### config.mk
export PLATFORM = sky130hd
export DESIGN_NAME = multicycle_control_fsm
export DESIGN_NICKNAME = d
export VERILOG_FILES = /design/src/rtl/core_pkg.sv /design/src/rtl/imm_src_decode.sv /design/src/rtl/multicycle_control_fsm.sv
export SDC_FILE = /design/constraint.sdc
export NUM_CORES = 1
export LEC_CHECK = 0
export ABC_AREA = 1
export CAP_MARGIN = 10
export CORE_MARGIN = 2
export CORE_UTILIZATION = 33
export CTS_BUF_LIST = sky130_fd_sc_hd__clkbuf_16
export CTS_CLUSTER_DIAMETER = 40
export DETAILED_ROUTE_END_ITERATION = 10
export GPL_TIMING_DRIVEN = 0
export PLACE_DENSITY = 0.85
export RECOVER_POWER = 100
export REMOVE_ABC_BUFFERS = 1
export SYNTH_ARGS = -nofsm -noshare
export SYNTH_HDL_FRONTEND = slang
export SYNTH_SLANG_ARGS = --single-unit
### constraint.sdc
create_clock -name clk -period 1.15 [get_ports clk]
set_input_delay 0.1725 -clock clk [delete_from_list [all_inputs] [get_ports clk]]
set_output_delay 0.1725 -clock clk [all_outputs]
set_load 0.01 [all_outputs]
### src/rtl/core_pkg.sv
// Shared encodings for the RV32I cores: opcodes, multicycle FSM states and
// the datapath select encodings driven by the control sequencer.
package core_pkg;

  localparam logic [6:0] OP_LOAD   = 7'b0000011;
  localparam logic [6:0] OP_STORE  = 7'b0100011;
  localparam logic [6:0] OP_RTYPE  = 7'b0110011;
  localparam logic [6:0] OP_ITYPE  = 7'b0010011;
  localparam logic [6:0] OP_JAL    = 7'b1101111;
  localparam logic [6:0] OP_BRANCH = 7'b1100011;

  typedef enum logic [3:0] {
    S_FETCH    = 4'd0,
    S_DECODE   = 4'd1,
    S_MEMADR   = 4'd2,
    S_MEMREAD  = 4'd3,
    S_MEMWB    = 4'd4,
    S_MEMWRITE = 4'd5,
    S_EXECUTER = 4'd6,
    S_ALUWB    = 4'd7,
    S_EXECUTEI = 4'd8,
    S_JAL      = 4'd9,
    S_BEQ      = 4'd10,
    S_TRAP     = 4'd11
  } state_t;

  localparam logic [1:0] RES_ALUOUT    = 2'b00;
  localparam logic [1:0] RES_DATA      = 2'b01;
  localparam logic [1:0] RES_ALURESULT = 2'b10;

  localparam logic [1:0] SRCA_PC    = 2'b00;
  localparam logic [1:0] SRCA_OLDPC = 2'b01;
  localparam logic [1:0] SRCA_RS1   = 2'b10;

  localparam logic [1:0] SRCB_RS2  = 2'b00;
  localparam logic [1:0] SRCB_IMM  = 2'b01;
  localparam logic [1:0] SRCB_FOUR = 2'b10;

  localparam logic [1:0] ALUOP_ADD   = 2'b00;
  localparam logic [1:0] ALUOP_SUB   = 2'b01;
  localparam logic [1:0] ALUOP_FUNCT = 2'b10;

  localparam logic [1:0] IMM_I = 2'b00;
  localparam logic [1:0] IMM_S = 2'b01;
  localparam logic [1:0] IMM_B = 2'b10;
  localparam logic [1:0] IMM_J = 2'b11;

endpackage

### src/rtl/imm_src_decode.sv
// Immediate format select from the opcode; shared with the single-cycle core.
module imm_src_decode
  import core_pkg::*;
(
  input  logic [6:0] opcode,
  output logic [1:0] imm_src
);

  always_comb begin
    imm_src = IMM_I;
    case (opcode)
      OP_STORE:  imm_src = IMM_S;
      OP_BRANCH: imm_src = IMM_B;
      OP_JAL:    imm_src = IMM_J;
      default:   imm_src = IMM_I;
    endcase
  end

endmodule

### src/rtl/multicycle_control_fsm.sv
// Multicycle RV32I control sequencer: steps each instruction through its
// states and drives the datapath selects and memory handshake.
module multicycle_control_fsm
  import core_pkg::*;
#(
  parameter int unsigned STATE_W      = 4,
  parameter bit          ILLEGAL_TRAP = 1'b1
) (
  input  logic               clk,
  input  logic               rst_n,
  input  logic [6:0]         Opcode,
  input  logic               zero,
  input  logic               mem_ready,
  output logic               mem_req,
  output logic               PCWrite,
  output logic               AdrSrc,
  output logic               MemWrite,
  output logic               IRWrite,
  output logic [1:0]         ResultSrc,
  output logic [1:0]         ALUSrcA,
  output logic [1:0]         ALUSrcB,
  output logic [1:0]         ALUOp,
  output logic [1:0]         ImmSrc,
  output logic               RegWrite,
  output logic               Retire,
  output logic               Illegal,
  output logic [STATE_W-1:0] state_o
);

  state_t state_q, state_d;

  always_ff @(posedge clk or negedge rst_n) begin
    if (!rst_n) state_q <= S_FETCH;
    else        state_q <= state_d;
  end

  assign state_o = STATE_W'(state_q);

  imm_src_decode u_imm (
    .opcode  (Opcode),
    .imm_src (ImmSrc)
  );

  always_comb begin
    state_d   = state_q;
    mem_req   = 1'b0;
    PCWrite   = 1'b0;
    AdrSrc    = 1'b0;
    MemWrite  = 1'b0;
    IRWrite   = 1'b0;
    ResultSrc = RES_ALUOUT;
    ALUSrcA   = SRCA_PC;
    ALUSrcB   = SRCB_RS2;
    ALUOp     = ALUOP_ADD;
    RegWrite  = 1'b0;
    Retire    = 1'b0;
    Illegal   = 1'b0;
    case (state_q)
      S_FETCH: begin
        mem_req   = 1'b1;
        ALUSrcB   = SRCB_FOUR;
        ResultSrc = RES_ALURESULT;
        IRWrite   = mem_ready;
        PCWrite   = mem_ready;
        if (mem_ready) state_d = S_DECODE;
      end
      S_DECODE: begin
        // ALU precomputes OldPC+imm so BEQ/JAL find the target in ALUOut
        ALUSrcA = SRCA_OLDPC;
        ALUSrcB = SRCB_IMM;
        case (Opcode)
          OP_LOAD, OP_STORE: state_d = S_MEMADR;
          OP_RTYPE:          state_d = S_EXECUTER;
          OP_ITYPE:          state_d = S_EXECUTEI;
          OP_JAL:            state_d = S_JAL;
          OP_BRANCH:         state_d = S_BEQ;
          default: begin
            if (ILLEGAL_TRAP) state_d = S_TRAP;
            else begin
              state_d = S_FETCH;
              Retire  = 1'b1;
            end
          end
        endcase
      end
      S_MEMADR: begin
        ALUSrcA = SRCA_RS1;
        ALUSrcB = SRCB_IMM;
        state_d = (Opcode == OP_LOAD) ? S_MEMREAD : S_MEMWRITE;
      end
      S_MEMREAD: begin
        mem_req = 1'b1;
        AdrSrc  = 1'b1;
        if (mem_ready) state_d = S_MEMWB;
      end
      S_MEMWB: begin
        ResultSrc = RES_DATA;
        RegWrite  = 1'b1;
        Retire    = 1'b1;
        state_d   = S_FETCH;
      end
      S_MEMWRITE: begin
        mem_req  = 1'b1;
        AdrSrc   = 1'b1;
        MemWrite = 1'b1;
        Retire   = mem_ready;
        if (mem_ready) state_d = S_FETCH;
      end
      S_EXECUTER: begin
        ALUSrcA = SRCA_RS1;
        ALUSrcB = SRCB_RS2;
        ALUOp   = ALUOP_FUNCT;
        state_d = S_ALUWB;
      end
      S_EXECUTEI: begin
        ALUSrcA = SRCA_RS1;
        ALUSrcB = SRCB_IMM;
        ALUOp   = ALUOP_FUNCT;
        state_d = S_ALUWB;
      end
      S_ALUWB: begin
        ResultSrc = RES_ALUOUT;
        RegWrite  = 1'b1;
        Retire    = 1'b1;
        state_d   = S_FETCH;
      end
      S_JAL: begin
        // PC takes the target from ALUOut while the ALU forms OldPC+4 for rd
        ALUSrcA   = SRCA_OLDPC;
        ALUSrcB   = SRCB_FOUR;
        ResultSrc = RES_ALUOUT;
        PCWrite   = 1'b1;
        state_d   = S_ALUWB;
      end
      S_BEQ: begin
        ALUSrcA   = SRCA_RS1;
        ALUSrcB   = SRCB_RS2;
        ALUOp     = ALUOP_SUB;
        ResultSrc = RES_ALUOUT;
        PCWrite   = zero;
        Retire    = 1'b1;
        state_d   = S_FETCH;
      end
      S_TRAP: Illegal = 1'b1;
      default: state_d = S_FETCH;
    endcase
    // Keep every write strobe quiet while reset is held, even if memory
    // signals ready into FETCH.
    if (!rst_n) begin
      PCWrite  = 1'b0;
      IRWrite  = 1'b0;
      MemWrite = 1'b0;
      RegWrite = 1'b0;
      Retire   = 1'b0;
    end
  end

endmodule
# ---- Word-level counts from Yosys, hierarchy flattened
# Index checks and enable logic that the tools add are counted.
dict set report word_totals {
  ff_bits 4
  latch_bits 0
  mem_bits_rw 0
  mem_bits_ro 0
  input_bits 11
  out_inout_bits 22
  word_cells 59
  n_memories 0
}
dict set report op_classes {
  n_addsub 0
  multipliers 0
  div 0
  magnitude_cmp 0
  n_eq_ne 20
  n_shift 0
  mux 24
  bitwise_logic 1
  n_reduce_logical 13
}
# operator count
set op_table {}
lappend op_table {{$pmux 4 s7} 1}
lappend op_table {{$pmux 4 s5} 1}
lappend op_table {{$eq 4x3->1 const B} 4}
lappend op_table {{$eq 4x4->1 const B} 4}
lappend op_table {{$pmux 2 s2} 4}
lappend op_table {{$eq 7x6->1 const B} 2}
lappend op_table {{$eq 7x7->1 const B} 2}
lappend op_table {{$mux 4} 3}
lappend op_table {{$reduce_or 2->1} 6}
lappend op_table {{$reduce_or 3->1} 4}
lappend op_table {{$mux 1} 11}
lappend op_table {{$eq 4x2->1 const B} 2}
lappend op_table {{$eq 7x2->1 const B} 1}
lappend op_table {{$eq 7x5->1 const B} 1}
lappend op_table {{$ne 2x2->1 const B} 3}
lappend op_table {{$pmux 2 s3} 1}
lappend op_table {{$eq 4x1->1 const B} 1}
lappend op_table {{$logic_not 4->1} 1}
lappend op_table {{$reduce_and 4->1} 1}
lappend op_table {{$reduce_or 4->1} 1}
lappend op_table {{$mux 3} 1}
lappend op_table {{$pmux 1 s3} 1}
lappend op_table {{$pmux 1 s2} 1}
lappend op_table {{$not 1->1} 1}

# ---- Depth between registers and ports, before layout
# Gate-level depths: netlist of the first run.
dict set report logic_depth {
  word_depth 4
  depth_mapped 9
  ltp_nobuf 9
}

# ---- Hierarchy
# A second synthesis of the first run with hierarchy kept.
dict set report unflattened {
  hier_cells 121
  hier_area_um2 639.4
}
# mod instances cells_per_inst area_each_um2 seq_area_each_um2
set by_module_without_submodules {}
lappend by_module_without_submodules {multicycle_control_fsm 1 104 570.5 100.1}
lappend by_module_without_submodules {imm_src_decode 1 17 68.8 0.0}

# ---- Least setup slack after synthesis of the first run
# No wires, ideal clock.
dict set report synth_timing {
  kind {flip-flop to output port}
  from {register state_q[2], in the netlist state_o[2]}
  to {output PCWrite}
  arrival_time_ns 1.156
  t_required_ns 0.978
  setup_slack_ns -0.178
  path_stages_with_launch 6
  n_path_buf 0
  path_cell_list {dfrtp_1 -> nor2_2 -> nand2_1 -> o21ai_0 -> a21oi_1 -> nor2_1}
}
dict set report synth_via {
  elab_chain_len 3
  elab_cells_between_ends 5
  classes_between {eq/ne: 2; mux: 2; reduce/logical: 1}
}
# element line
set synth_rtl {}
lappend synth_rtl {{start, declared} multicycle_control_fsm.sv:30} ;# state_t state_q, state_d;
lappend synth_rtl {{start signal, assigned} multicycle_control_fsm.sv:34} ;# else state_q <= state_d;
lappend synth_rtl {{$eq 4x4->1 / $logic_not 4->1 (equally long branches)} multicycle_control_fsm.sv:58} ;# case (state_q)
lappend synth_rtl {{$pmux 1 s3 (*)} multicycle_control_fsm.sv:58}
lappend synth_rtl {{$mux 1 (*)} multicycle_control_fsm.sv:149} ;# if (!rst_n) begin
lappend synth_rtl {{end, declared} multicycle_control_fsm.sv:15} ;# output logic PCWrite,
# Every way passes the cells marked *; elsewhere a longest branch is shown, timed or not.

# ---- Worst setup path after layout of the first run
dict set report layout_timing {
  from {register state_q[0], in the netlist state_o[0]}
  to {register state_q[2], in the netlist state_o[2]}
}
dict set report layout_via {
  elab_chain_len 3
  elab_cells_between_ends 16
  classes_between {eq/ne: 11; mux: 1; bitwise: 1; reduce/logical: 3}
}
# element line
set layout_rtl {}
lappend layout_rtl {{$eq 4x4->1, or another cell as far along} multicycle_control_fsm.sv:58}
lappend layout_rtl {{$reduce_or 3->1 (no source line), or another cell as far along} -}
lappend layout_rtl {{$pmux 4 s7 / $reduce_and 4->1 (equally long branches)} -}
# Several ways; a longest one is shown, not always the timed one.
# A chain may end at the register's enable or synchronous reset.

==> results of run 1 <==
-- logic make-up (layout without fill, tap and decap cells) --
kind of cell	Yosys count	after routing
AOI/OAI and AO/OA	13	13
buffers and inverters	16	90
DFF	4	4
and+or+nand+nor	69	69
-- timing repair --
action                     in CTS  in global routing
setup endpoints to repair      26                 24
gates resized for setup       173                 34
hold endpoints to repair        4                  0
pin swaps                      21                 14
hold buffers                    1                  0
buffers inserted               32                  8
-- power groups by stage --
| stage | Clock, mW | Sequential (mW) | Combinational [mW] |
|---|---|---|---|
| finish | 0.583 | 0.429 | 3.26 |
| detailed placement | 0 | 0.338 | 1.61 |
| global placement | 0 | 0.333 | 1.59 |
| CTS | 0.537 | 0.374 | 2.43 |
| floorplan | 0 | 0.333 | 0.846 |
| global route | 0.595 | 0.429 | 3.30 |
-- critical path: stages (launching register included) --
cell,delay (ps)
dfrtp_2,490
inv_2,130
nor2_4,50
nand2_2,130
buf_4,150
nand3_1,180
nor2b_1,240
nand2_1,100
nand2_1,120
nand2_1,110
-- through the flow --
stage,util (%),TNS (ps)
after floorplan,-,-810.0
after global placement,58.29,-11840
after detailed placement,58.29,-12460
after CTS,85.22,-6045
after global routing,93.35,-9210
final,93.35,-8914
-- area by class of cell --
type	instances	area share [%]
clock buffers	3	5.277
inverters	16	4.398
multi-input cells	82	40.46
flip-flops and latches	4	7.388
well taps	16	1.407
repair buffers	71	41.07
-- path summary, 6_finish.rpt --
| kind | from | end | slack, ps | cells after the start |
|---|---|---|---|---|
| setup / recovery | state_o[0] | state_o[2] | -690 | 9 |
| hold / removal | Opcode[5] | state_o[3] | 440 | 4 |
| setup reg to reg | state_o[0] | state_o[2] | -690 | 9 |
| hold reg to reg | state_o[3] | state_o[2] | 810 | 3 |
| max in group asynchronous | rst_n | state_o[0] | 350 | 2 |
| min in group asynchronous | rst_n | state_o[2] | 550 | 2 |
-- cell usage in the layout, fill, tap and decap left out, types with 3 or more instances in the layout --
cell type / n
buf_6: 22
o21ai_2: 3
nand2_1: 16
nand3_1: 4
nand2_2: 14
clkbuf_2: 5
inv_1: 5
clkbuf_16: 3
buf_2: 14
nor2_4: 8
nand2_4: 8
buf_4: 25
nand3_2: 3
dfrtp_2: 4
nor2_1: 8
inv_2: 10
-- layer usage --
| layer | vias up | global-route usage [%] | share of wire (%) |
|---|---|---|---|
| li1 | 475 | - | - |
| met1 | 549 | 48.28 | 34 |
| met2 | 146 | 64.06 | 41 |
| met3 | 60 | 6.400 | 15 |
| met4 | 0 | 15.15 | 10 |
| met5 | - | 0 | 0 |
==> metrics.md, run 1 <==
| Metric | Value |
|---|---|
| Outcome | complete, but fails checks |
| Failing checks | setup timing |
| Power Total | between 4 and 5 mW |
| Worst IR Drop VDD | between 2000 and 2500 µV |
| CTS H-tree depth | 1 |
| Fin nets | roughly 190 |
| FILL cells | 47 |
| Skew-Pair Late Insertion Delay | 240 ps |
| Root Driver | clkbuf_16 |
| Most common cell in the netlist | nand2_1 |
| Mux contribution to synthesized area | 0% |
| Multi-input gate area | 575.6 µm² |
| CTS tree | yes |
| Final wirelength | around 4600 µm |
| Worst-path fanout max | 7 |
| Synth Area in Adders | 0% |
| FMAX | between 500 and 600 MHz |
| Area leader, netlist | nand2_1 |
| Compound-Gate Fraction of Synth Area | between 10% and 20% |
| CP Capture Type | register |
| DIE AREA | about 2000 µm² |
| Comb pwr share | around 76% |
| Antenna violations before repair | 0 |
| Arr. time, crit path | 1940 ps |
| Worst setup margin | -690.7 ps |
| Max Slew Vio Count | 0 |
| Synth Area per Inst | between 5 and 6 µm² |
| Ant. Diodes | 0 |
| GP Congestion | roughly 0.8 |
| Post-Synthesis Cells | roughly 100 |
| Fin crit share | 160.1% |
| XOR/XNOR Fraction of Synth Area | 0% |
| Placed insts | 150 |
| First-pass GRT wire length | 5340 µm |
| Seq/Total Area, Yosys | 18.26% |
| Synth Register Bits | 4 |
| Max-cap violations | 0 |
| Initial DRC Count | just over 100 |
| Slew of the pin with the lowest slew margin | around 380 ps |
| Pre-antenna DRT Iters | 6 |
| Wire per inst | 24.15 µm |
| Sw frac | between 40% and 50% |
| Initial core utilization | a little over a third |
| Total of warnings raised by yosys | 0 |
| Hold WS | 443.1 ps |
| Area share of the largest cell type after synthesis | between 20% and 30% |
| CTS Buffer Depth | 2 |
| Vias | approximately 1200 |
| Dpl ws | -834.0 ps |
| Largest register FFs | 4 |
| Via-to-Cell Ratio | roughly 6.4 |
| Row cnt | 14 |
| Mapped cell area | roughly 550 µm² |
| Post-synth top cells | nand2_1, nor2_1, inv_1 |
| DR DRC count | 0 |
| Data required, critical path | between 1000 and 1500 ps |
| Die height | approximately 45 µm |
| Sequential share of power | roughly a tenth |
| Synth Flop Type | dfrtp_1 |
| Worst clock skew | roughly 6.4 ps |
| Top Ports | 33 |
| Hold Path Class | input port to register |
| Pleak | a little over 0.8 nW |
| WS Path Type | register to register |
| Non-filler cells, final | 192 |
| Slew HR | roughly three quarters |
| Final ANT Viol Nets | 0 |
| GRT overflow | 0 |
| Final setup viols | 23 |
| Placed cell area | about 900 µm² |
| Die width | roughly 45 µm |
| GRT Total Usage | between 30% and 40% |
| Share of cells above drive strength 1 | 73.30% |
| Simple-gate share of the synthesized area | between 50 and 60% |
| Largest family of logic cells by synthesized area | simple AND/OR/NAND/NOR gates |
| Netlist cell types | 19 |
| Largest net degree at the start of global routing | 8 |
| Clk pwr share | a little over an eighth |
| Post-synth EDFFs | 0 |
| Vias in the first global route | roughly 1100 |
| NetSw | 2.111 mW |
| Cts bufs inserted | 3 |
| DP Wirelength | between 1000 and 1500 µm |
| Register area | 105.1 µm² |
| Synthesis-to-finish area growth | 159.6% |
| Area contributors post-synth | nand2_1, dfrtp_1, nor2_1 |
| Cell-internal power | 2.156 mW |
| PwrDens | 3000 nW/µm² |
| Number of I/O port buffers | 32 |
| Clk sink count | 4 |
| Count of final hold-check violations | 0 |
| Crit path launch type | register |
| Min Tclk post-route | around 1800 ps |
| RSZ-0062 raised after global routing | yes |
| Final Instance Area | between 1000 and 1500 µm² |
| Clock-pin slew on the worst setup and hold paths | about 40 ps |
| Share of flip-flops with an asynchronous set or reset | 100.0% |
| Core Area | 1524 µm² |
(Power assumes the default switching activity.)
==> run 2, diff against run 1 <==
--- a/config.mk
+++ b/config.mk
@@ -7,7 +7,7 @@
 export LEC_CHECK = 0
 export ABC_AREA = 1
 export CAP_MARGIN = 10
-export CORE_MARGIN = 2
+export CORE_MARGIN = 5
 export CORE_UTILIZATION = 33
 export CTS_BUF_LIST = sky130_fd_sc_hd__clkbuf_16
 export CTS_CLUSTER_DIAMETER = 40
==> metrics.md, run 2 (same netlist as run 1, synthesis figures left out) <==
| Metric | Value |
|---|---|
| PwrDens | 2812 nW/µm² |
| Row cnt | 14 |
| DIE AREA | between 2000 and 3000 µm² |
| Worst R2R End | state_o[2] |
| CTS tree | yes |
| Hold Path Depth | 4 |
| Share of cells above drive strength 1 | between 70% and 80% |
| Vias | around 1100 |
| Placed insts | 150 |
| GRT overflow | 0 |
| Arr. time, crit path | roughly 1500 ps |
| WS Path Type | register to output pin |
| R2R Path Start | state_o[0] |
| Largest net degree at the start of global routing | 7 |
| Pleak | just under 0.8 nW |
| FMAX | 594.7 MHz |
| Wire per inst | approximately 20 µm |
| Number of I/O port buffers | 32 |
| Non-filler cells, final | 186 |
| Die height | 50.75 µm |
| DR DRC count | 0 |
| Via-to-Cell Ratio | between 5 and 6 |
| Vias in the first global route | roughly 900 |
| Synthesis-to-finish area growth | 143.4% |
| Cts bufs inserted | 3 |
| Failing checks | setup timing |
| Crit path launch type | register |
| Commonest non-fill, non-tap cell in the layout | buf_4 |
| Ant. Diodes | 0 |
| Worst path bufs/invs | 1 |
| Final wirelength | about 3700 µm |
| Top Ports | 33 |
| Worst reg-to-reg setup slack | -320 ps |
| Data required, critical path | ~980 ps |
| Hold Path Class | input port to register |
| Reg2Reg Depth | 7 |
| Fin nets | between 150 and 200 |
| Max Slew Vio Count | 0 |
| Worst setup margin | -531.5 ps |
| GRT Total Usage | 20.85% |
| Largest register FFs | 4 |
| Worst hold path startpoint | Opcode[5] |
| Power Total | ~3.8 mW |
| Skew-Pair Late Insertion Delay | 220 ps |
| Outcome | complete, but fails checks |
| Max-cap violations | 0 |
| Clock-pin slew on the worst setup and hold paths | 30 ps |
| Initial DRC Count | 59 |
| DP Wirelength | about 1500 µm |
| Slew of the pin with the lowest slew margin | around 310 ps |
| CTS H-tree depth | 1 |
| Slew HR | between 70% and 80% |
| Post-layout util | between 80 and 90% |
| Core Area | 1541 µm² |
| Root Driver | clkbuf_16 |
| Critical path, cell by cell | nor2_4, nand2_4, o21ai_2, a21oi_1, nor2_1, buf_2 |
| RSZ-0062 raised after global routing | yes |
| Initial core utilization | between 30% and 40% |
| CP max stage cell | dfrtp_2 |
| Fin crit share | 146.2% |
| Worst IR Drop VDD | 2216 µV |
| Min Tclk post-route | 1682 ps |
| Dpl ws | -838.6 ps |
| First-pass GRT wire length | about 4200 µm |
| CP peak stage delay | 470 ps |
| Worst clock skew | around 1.6 ps |
| GP Congestion | ~0.78 |
| Commonest non-fill, non-tap cells in the layout | buf_4, nand2_1, buf_2, buf_6, inv_2 |
| Antenna violations before repair | 0 |
| Die width | between 50 and 60 µm |
| Hold EP | state_o[3] |
| Final setup viols | 25 |
| Top delay family on crit path | flip-flops |
| Pre-antenna DRT Iters | 4 |
| Clk sink count | 4 |
| Count of final hold-check violations | 0 |
| Final ANT Viol Nets | 0 |
| Worst-path fanout max | 6 |
| CP Capture Type | output pin |
| CTS Buffer Depth | 2 |
-- run 2: changes by cell type in the layout (fill, tap and decap cells not counted), moves of 2 or more --
cell and change:
buf_4 -2, buf_6 -7, inv_2 +2, nand2_1 +5, nand2_2 -4
-- run 2: final cells by class --
class,instances,area [µm²]
clock buffers,3,75.07
fillers,79,207.7
inverters,16,60.06
multi-input cells,82,566.8
flip-flops and latches,4,105.1
well taps,16,20.02
repair buffers,65,506.7
-- run 2: tightest hold or removal path, stage by stage --
cell      delay, ps
clkbuf_2        150
o211ai_1        120
nand2_1         100
nand2_1          60
-- run 2: where the power goes --
group / internal [mW] / switching (mW) / leakage, nW
Sequential: 0.222 / 0.179 / 0.0453
Clock: 0.444 / 0.0920 / 0.0370
Combinational: 1.30 / 1.51 / 0.690
Total: 1.97 / 1.78 / 0.773
-- run 2: timing repair --
| action | CTS | global route |
|---|---|---|
| buffers inserted | 18 | 14 |
| hold buffers | 1 | 0 |
| setup endpoints to repair | 26 | 24 |
| pin swaps | 20 | 13 |
| cloned | 0 | 0 |
| endpoints found under the hold margin | 4 | 0 |
| gates resized for setup | 143 | 46 |
-- run 2: worst max-delay path by stage --
stage / slack, ps / start / end / cells past startpoint
finish: -530 / state_o[0] / PCWrite / 6
global route: -560 / state_o[0] / Retire / 6
CTS: -350 / state_o[0] / Retire / 5
detailed placement: -840 / rst_n / Retire / 5
global placement: -810 / rst_n / Retire / 5
floorplan: -180 / state_o[2] / PCWrite / 5
-- run 2: stage by stage --
step | cell area [µm²] | setup TNS (ps) | hold WS, ps
CTS | 1120 | -4678 | 487.8
global placement | 888.4 | -11610 | 418.7
floorplan | 548.0 | -810.0 | -123.1
detailed placement | 888.4 | -12070 | 425.3
finish | 1334 | -7291 | 424.7
global route | 1334 | -8189 | 448.5
-- run 2: metal layers --
metal	track usage, %	up-vias	share of wire [%]
met5	0	-	0
met3	3.846	27	9.1
met4	16.17	0	5.7
met2	32.64	90	48
met1	24.65	507	37
li1	-	465	-
